`src/rtl/mel_mac.sv`:
```
// mel_mac: fully pipelined unsigned multiply-accumulate for the mel filter stage.
//
// Takes one (spectrum bin, filter coefficient) pair per cycle. Products are
// summed over a band delimited by first/last. At band end one scaled,
// optionally rounded and saturated mel coefficient is emitted, tagged with
// a band index that wraps once per frame.
//
// Ports:
//   clk        - clock, rising edge
//   rst        - synchronous active-high reset
//   in_valid   - a/b/first/last valid this cycle
//   a          - spectrum bin magnitude (unsigned, A_WIDTH)
//   b          - filter coefficient (unsigned, B_WIDTH)
//   first      - first pair of a band (qualified by in_valid)
//   last       - last pair of a band (qualified by in_valid)
//   p          - mel band result (P_WIDTH)
//   p_valid    - one-cycle pulse, p/p_sat/band_idx valid
//   p_sat      - result clipped, or accumulator saturated during the band
//   band_idx   - index of the band in p
//   frame_done - pulses with p_valid for band NUM_BANDS-1
module mel_mac #(
    parameter int A_WIDTH   = 16,
    parameter int B_WIDTH   = 16,
    parameter int ACC_WIDTH = 40,
    parameter int P_WIDTH   = 16,
    parameter int SHIFT     = 16,
    parameter int ROUND     = 1,
    parameter int NUM_BANDS = 26,
    localparam int IDX_W    = (NUM_BANDS > 1) ? $clog2(NUM_BANDS) : 1
) (
    input  logic                 clk,
    input  logic                 rst,
    input  logic                 in_valid,
    input  logic [A_WIDTH-1:0]   a,
    input  logic [B_WIDTH-1:0]   b,
    input  logic                 first,
    input  logic                 last,
    output logic [P_WIDTH-1:0]   p,
    output logic                 p_valid,
    output logic                 p_sat,
    output logic [IDX_W-1:0]     band_idx,
    output logic                 frame_done
);

    localparam int PROD_W = A_WIDTH + B_WIDTH;
    localparam logic [ACC_WIDTH:0] ONE  = {{ACC_WIDTH{1'b0}}, 1'b1};
    // Guarded so SHIFT=0 never produces a negative shift amount.
    localparam int                 RSH  = (SHIFT > 0) ? SHIFT - 1 : 0;
    localparam logic [ACC_WIDTH:0] RND  = (ROUND != 0 && SHIFT > 0) ? (ONE << RSH) : '0;
    // If P_WIDTH covers the whole scaled range the shift yields 0 and the
    // subtraction wraps to all ones, so clipping can never trigger.
    localparam logic [ACC_WIDTH:0] PMAX = (ONE << P_WIDTH) - ONE;
    localparam logic [IDX_W-1:0]   LAST_BAND = IDX_W'(NUM_BANDS - 1);

    // Round (half up) and shift, one bit wider than the accumulator so the
    // rounding addend cannot wrap.
    function automatic logic [ACC_WIDTH:0] scale_acc(input logic [ACC_WIDTH-1:0] acc);
        return ({1'b0, acc} + RND) >> SHIFT;
    endfunction

    // Returns {clipped, value}.
    function automatic logic [P_WIDTH:0] clip_res(input logic [ACC_WIDTH:0] r);
        if (r > PMAX) begin
            return {1'b1, {P_WIDTH{1'b1}}};
        end
        return {1'b0, P_WIDTH'(r)};
    endfunction

    // ---------------- S1: input register ----------------
    logic                vld_p1_q;
    logic [A_WIDTH-1:0]  a_p1_q;
    logic [B_WIDTH-1:0]  b_p1_q;
    logic                first_p1_q;
    logic                last_p1_q;

    always_ff @(posedge clk) begin
        if (rst) begin
            vld_p1_q <= 1'b0;
        end else begin
            vld_p1_q <= in_valid;
        end
    end

    always_ff @(posedge clk) begin
        a_p1_q     <= a;
        b_p1_q     <= b;
        first_p1_q <= first;
        last_p1_q  <= last;
    end

    // ---------------- S2: product ----------------
    logic [PROD_W-1:0]    prod_d;
    logic                 vld_p2_q;
    logic [ACC_WIDTH-1:0] prod_p2_q;
    logic                 first_p2_q;
    logic                 last_p2_q;

    assign prod_d = {{B_WIDTH{1'b0}}, a_p1_q} * {{A_WIDTH{1'b0}}, b_p1_q};

    always_ff @(posedge clk) begin
        if (rst) begin
            vld_p2_q <= 1'b0;
        end else begin
            vld_p2_q <= vld_p1_q;
        end
    end

    always_ff @(posedge clk) begin
        prod_p2_q  <= ACC_WIDTH'(prod_d);
        first_p2_q <= first_p1_q;
        last_p2_q  <= last_p1_q;
    end

    // ---------------- S3: accumulate ----------------
    logic [ACC_WIDTH:0]   sum_d;
    logic [ACC_WIDTH-1:0] acc_d;
    logic                 ovf_d;
    logic [ACC_WIDTH-1:0] acc_q;
    logic                 ovf_q;
    logic                 vld_p3_q;

    assign sum_d = {1'b0, acc_q} + {1'b0, prod_p2_q};

    always_comb begin
        acc_d = acc_q;
        ovf_d = ovf_q;
        if (vld_p2_q) begin
            if (first_p2_q) begin
                // Also discards any open partial band.
                acc_d = prod_p2_q;
                ovf_d = 1'b0;
            end else if (sum_d[ACC_WIDTH]) begin
                acc_d = '1;
                ovf_d = 1'b1;
            end else begin
                acc_d = sum_d[ACC_WIDTH-1:0];
            end
        end
    end

    always_ff @(posedge clk) begin
        if (rst) begin
            acc_q    <= '0;
            ovf_q    <= 1'b0;
            vld_p3_q <= 1'b0;
        end else begin
            acc_q    <= acc_d;
            ovf_q    <= ovf_d;
            // Only band-closing pairs travel on to the output stage.
            vld_p3_q <= vld_p2_q & last_p2_q;
        end
    end

    // ---------------- S4: scale, saturate, output ----------------
    logic [ACC_WIDTH:0]  r_d;
    logic [P_WIDTH:0]    clip_d;
    logic [P_WIDTH-1:0]  p_q;
    logic                p_sat_q;
    logic                p_valid_q;
    logic                frame_done_q;
    logic [IDX_W-1:0]    band_idx_q;
    logic [IDX_W-1:0]    cnt_q;
    logic [IDX_W-1:0]    cnt_d;

    assign r_d    = scale_acc(acc_q);
    assign clip_d = clip_res(r_d);
    assign cnt_d  = (cnt_q == LAST_BAND) ? '0 : cnt_q + 1'b1;

    always_ff @(posedge clk) begin
        if (rst) begin
            p_q          <= '0;
            p_sat_q      <= 1'b0;
            p_valid_q    <= 1'b0;
            frame_done_q <= 1'b0;
            band_idx_q   <= '0;
            cnt_q        <= '0;
        end else begin
            p_valid_q    <= vld_p3_q;
            frame_done_q <= vld_p3_q && (cnt_q == LAST_BAND);
            if (vld_p3_q) begin
                p_q        <= clip_d[P_WIDTH-1:0];
                p_sat_q    <= clip_d[P_WIDTH] | ovf_q;
                band_idx_q <= cnt_q;
                cnt_q      <= cnt_d;
            end
        end
    end

    assign p          = p_q;
    assign p_sat      = p_sat_q;
    assign p_valid    = p_valid_q;
    assign frame_done = frame_done_q;
    assign band_idx   = band_idx_q;

endmodule

```
`config.mk`:
```
export PLATFORM = sky130hd
export DESIGN_NAME = mel_mac
export DESIGN_NICKNAME = d
export VERILOG_FILES = /design/src/rtl/mel_mac.sv
export SDC_FILE = /design/constraint.sdc
export NUM_CORES = 1
export LEC_CHECK = 0
export CAP_MARGIN = 0
export CORE_MARGIN = 2
export CORE_UTILIZATION = 60
export DETAILED_ROUTE_END_ITERATION = 16
export PLACE_DENSITY = 0.82
export SLEW_MARGIN = 20
export SYNTH_ARGS = -nofsm -noshare
export SYNTH_HDL_FRONTEND = slang
export SYNTH_SLANG_ARGS = --single-unit
```
`constraint.sdc`:
```
create_clock -name clk -period 13.17 [get_ports clk]
set_input_delay 1.317 -clock clk [delete_from_list [all_inputs] [get_ports clk]]
set_output_delay 1.317 -clock clk [all_outputs]
set_load 0.05 [all_outputs]
```
# Word-level counts from Yosys, hierarchy flattened
# Index checks and enable logic that the tools add are counted.
# word_totals
reg_bits,141
in_bits,37
out_inout_bits,24
elab_cells,37
# op_classes
n_addsub,3
mul,1
magnitude_cmp,1
eq_ne,1
n_mux,8
bitwise_logic,2
reduce_logical,3
# op_table
operator,n
$mux W40,2
$add A40 B16 Y41 const B,1
$add A40 B32 Y41,1
$mux W17,2
$mul A16 B16 Y32,1
$gt A25 B16 Y1 const B,1
$add A5 B1 Y5 const B,1
$eq A5 B5 Y1 const B,1
$mux W5,1
$mux W1,3
$reduce_and A2 Y1,1
$reduce_bool A2 Y1,1
$and A1 B1 Y1,1
$logic_and A1 B1 Y1,1
$or A1 B1 Y1,1

# Depth between registers and ports, before layout
# depth
ltp_word,5
depth_mapped,23
mapped_depth_nobuf,22

# Worst setup path before layout
# No wires, ideal clock.
# synth_path
path_type,register to register
startpoint,register b_p1_q[3]
endpoint,register prod_p2_q[29]
setup_ps,72
arrival_time_ps,5791
t_required_ps,13098
setup_slack_ps,7306
stages_incl_launch_ff,21
cell_sequence,dfxtp_1 clkbuf_1 nand2_1 fa_1 fa_1 fa_1 inv_1 fa_1 fa_1 inv_1 fa_1 inv_1 ha_1 a21oi_1 o21ai_0 a221oi_1 a2111oi_1 nor3_1 o31ai_1 a21oi_1 xnor2_1
# synth_between
elab_chain_len,1
# synth_lines
item,line,rtl
start: declaration,72,logic [B_WIDTH-1:0] b_p1_q;
start signal: assignment,86,b_p1_q <= b;
$mul A16 B16 Y32,98,"assign prod_d = {{B_WIDTH{1'b0}}, a_p1_q} * {{A_WIDTH{1'b0}}, b_p1_q};"
named net prod_d[29],92,logic [PROD_W-1:0] prod_d;
end signal: assignment,109,prod_p2_q <= ACC_WIDTH'(prod_d);
end: declaration,94,logic [ACC_WIDTH-1:0] prod_p2_q;
# The timed path passes the listed nets, and every way through them passes these cells.
# A chain may end at the register's enable or synchronous reset.

# Final worst setup path
# layout_path
startpoint,register a_p1_q[9]
endpoint,register prod_p2_q[31]
# layout_between
elab_chain_len,1
# layout_lines
item,line,rtl
start: declaration,71,logic [A_WIDTH-1:0] a_p1_q;
start signal: assignment,85,a_p1_q <= a;
$mul A16 B16 Y32,98,
named net prod_d[31],92,
# The timed path passes the listed nets, and every way through them passes these cells.

==> results_dict.tcl <==
set metrics [dict create \
    status "complete, no violations" \
    dr.pass1.iters 7 \
    synth_nets 2091 \
    grt_pass1_wl_um 57410 \
    total_power_mw 4.085 \
    htreeDepth 4 \
    min_period_ns 6.659 \
    ys.flop_type "dfxtp_1" \
    synth-seq-cells 141 \
    hold_viol_final 0 \
    finClkSkew_ns 0.01162 \
    core.rowCount 58 \
    drt_iter0_drc 785 \
    layout_common_cells "279 x inv_1, 195 x fa_1, 183 x nand2_1" \
    antenna_found_initial 0 \
    syn_to_final_growth_pct 9.252 \
    grt_usage 0.2706 \
    grt_pass1_vias 11970 \
    initial_utilization 0.6046 \
    portBuffers 60 \
    nFillCells 1999 \
    endpoint "prod_p2_q[31]$_DFF_P_" \
    nets 2108 \
    instances_no_fill 2080 \
    worstSetupStartpoint "a_p1_q[9]$_DFF_P_" \
    dp_hpwl_um 26240 \
    cts_tree "done" \
    core_area_sq_um 24960 \
    die_h_um 162.6 \
    cts_sinks 141 \
    fmax_mhz 150.2 \
    slew_violations 0 \
    crit_path_max_fanout 16 \
    rsz0062_at_grt "no" \
    reg2reg_from "a_p1_q[9]$_DFF_P_" \
    setup_tns_ns 0 \
    final_common_cell "inv_1" \
    wl_per_cell_um 16.48 \
    end_kind "flop" \
    required_ns 13.52 \
    synth_area_sq_um 15090 \
    yosysSeqAreaShare 0.1870 \
    fin_util 0.6605 \
    gr-usage-met2 0.4453 \
    io_pins 61 \
    multi_input_area_sq_um 10980 \
    cellPowerDensity_nw_per_um2 247.7 \
    cts_hold_buf 0 \
    worstRegToRegCells 19 \
    synthDistinctLibCells 72 \
    grt.overflow.total 0 \
    cts-resized-gates 0 \
    r2r_setup_slack_ns 6.51 \
    cap_violations 0 \
    ant_nets 0 \
    wirelength_um 34270 \
    drc 0 \
    slew_headroom 0.3850 \
    cts.clk_slew.worst_paths_ns 0.06 \
    grt_start_max_net_pins 60 \
    grtUsageMet1 0.3590 \
    finalCritPeriodShare 0.5056 \
    cts_made_buffers 17 \
    regArea_sq_um 2823 \
    use_met3 0.05628 \
    leakagePower_nw 7.536 \
    synth_area_per_cell_sq_um 8.775 \
    cts_setup_buffers 0 \
    place_congestion 0.9300 \
    crit_type "reg -> reg" \
    async_reset_ff_frac 0 \
    drive_gt1_frac 0.03314 \
    top_usage_layer "met2" \
    r2r-end "prod_p2_q[31]$_DFF_P_" \
    arrival_ns 7.01 \
    die_area_sq_um 26440 \
    vias 11730 \
    crit_path_start_kind "flop" \
    num_antenna_cells 0 \
    vdd_drop_max_mv 0.2035 \
    chipWidth_um 162.6 \
    min_path_type "reg -> reg" \
    synthCells 1720 \
    place_inst 2048 \
    vias_per_cell 5.640 \
    synth-edff-count 0 \
    clock_latency_ns 0.43 \
    setup_viol 0 \
    worst_pin_slew_ns 0.9209 \
    cts_max_path_buffers 2 \
    synth_warnings 0 \
    cts_root_buf "clkbuf_16" \
]
==> cell type report <==
class	instances	area share
clock buffer	20	0.02709
clock inverter	12	0.009788
inverter	280	0.06374
multi-input combinational	1234	0.6657
sequential	141	0.1712
tap	330	0.02504
timing repair buffer	63	0.03748
==> registers in the layout (all words and copies together) (netlist names) <==
name	cells
last_p2_q	1
frame_done	1
ovf_q	1
vld_p2_q	1
vld_p1_q	1
a_p1_q	16
p_valid	1
p	16
prod_p2_q	32
first_p1_q	1
acc_q	40
first_p2_q	1
vld_p3_q	1
b_p1_q	16
p_sat	1
cnt_q	5
last_p1_q	1
band_idx	5
==> per-stage QoR <==
| stage | cell area [sq um] | hold WS, ns | setup WS (ns) |
|---|---|---|---|
| finish | 16490 | 0.3201 | 6.511 |
| global route | 16490 | 0.3330 | 6.096 |
| detailed placement | 15880 | 0.3179 | 6.609 |
| CTS | 16490 | 0.3276 | 6.549 |
| floorplan | 15090 | 0.3096 | 7.306 |
| global placement | 15870 | 0.3124 | 6.860 |
==> where the power goes <==
| part | switching [mW] | internal, mW |
|---|---|---|
| Sequential | 0.0725 | 0.532 |
| Clock | 0.205 | 0.305 |
| Combinational | 1.72 | 1.25 |
| Total | 1.99 | 2.09 |
==> worst max-delay path: stages, from the launching register on <==
cell and delay, ns:
dfxtp_1 0.69, nand2_1 0.18, fa_1 0.59, fa_1 0.45, fa_1 0.55, inv_1 0.07, fa_1 0.48, fa_1 0.54
inv_1 0.05, fa_1 0.52, inv_1 0.04, ha_1 0.35, a21oi_1 0.26, o21ai_0 0.17, a221oi_1 0.56, a2111oi_1 0.24
nor3_1 0.40, o31ai_1 0.13, a21oi_1 0.18, xnor2_1 0.13
==> synth_stat cells (13+ instances only) <==
library cell,count,share of area
a21o_1,21,0.010
dfxtp_1,141,0.19
ha_1,139,0.12
nand2b_1,27,0.011
fa_1,195,0.26
nand2_1,183,0.046
o211ai_1,13,0.0065
nor3_1,16,0.0053
and2_1,130,0.054
nor2_1,92,0.023
inv_1,279,0.069
nand4_1,13,0.0054
o221ai_1,19,0.011
xnor2_1,42,0.024
a21oi_1,80,0.027
a211oi_1,31,0.015
clkbuf_1,58,0.014
o21ai_0,28,0.0093
nand3_1,28,0.0093
xor2_1,22,0.013
==> routing by layer <==
metal / routed length (um) / vias up / share of wire
met5: 0 / - / 0
met4: 803 / 0 / 0.023
met3: 2578 / 86 / 0.075
met2: 15990 / 446 / 0.47
met1: 14900 / 5584 / 0.43
li1: - / 5615 / -
==> cells by family (layout without fill, tap and decap cells) <==
logic type               Yosys count  after routing  share of synthesized area
adder cells (fa/ha/maj)          334            334                     0.3739
multiplexers                      12             12                   0.007959
XOR/XNOR                          64             64                    0.03714
flip-flops                       141            141                     0.1870
AO/OA/AOI/OAI                    285            285                     0.1299
AND/OR/NAND/NOR                  539            539                     0.1779
buffers and inverters            345            375                    0.08621
==> worst min path at each step <==
| stage | from | cells after the start | slack (ns) | to |
|---|---|---|---|---|
| after global placement | first_p1_q$_DFF_P_ | 0 | 0.31 | first_p2_q$_DFF_P_ |
| after CTS | first_p1_q$_DFF_P_ | 0 | 0.33 | first_p2_q$_DFF_P_ |
| after floorplan | first_p1_q$_DFF_P_ | 0 | 0.31 | first_p2_q$_DFF_P_ |
| after global routing | last_p1_q$_DFF_P_ | 0 | 0.33 | last_p2_q$_DFF_P_ |
| final | first_p1_q$_DFF_P_ | 0 | 0.32 | first_p2_q$_DFF_P_ |
| after detailed placement | first_p1_q$_DFF_P_ | 0 | 0.32 | first_p2_q$_DFF_P_ |
Power figures use the tool's default switching activity.
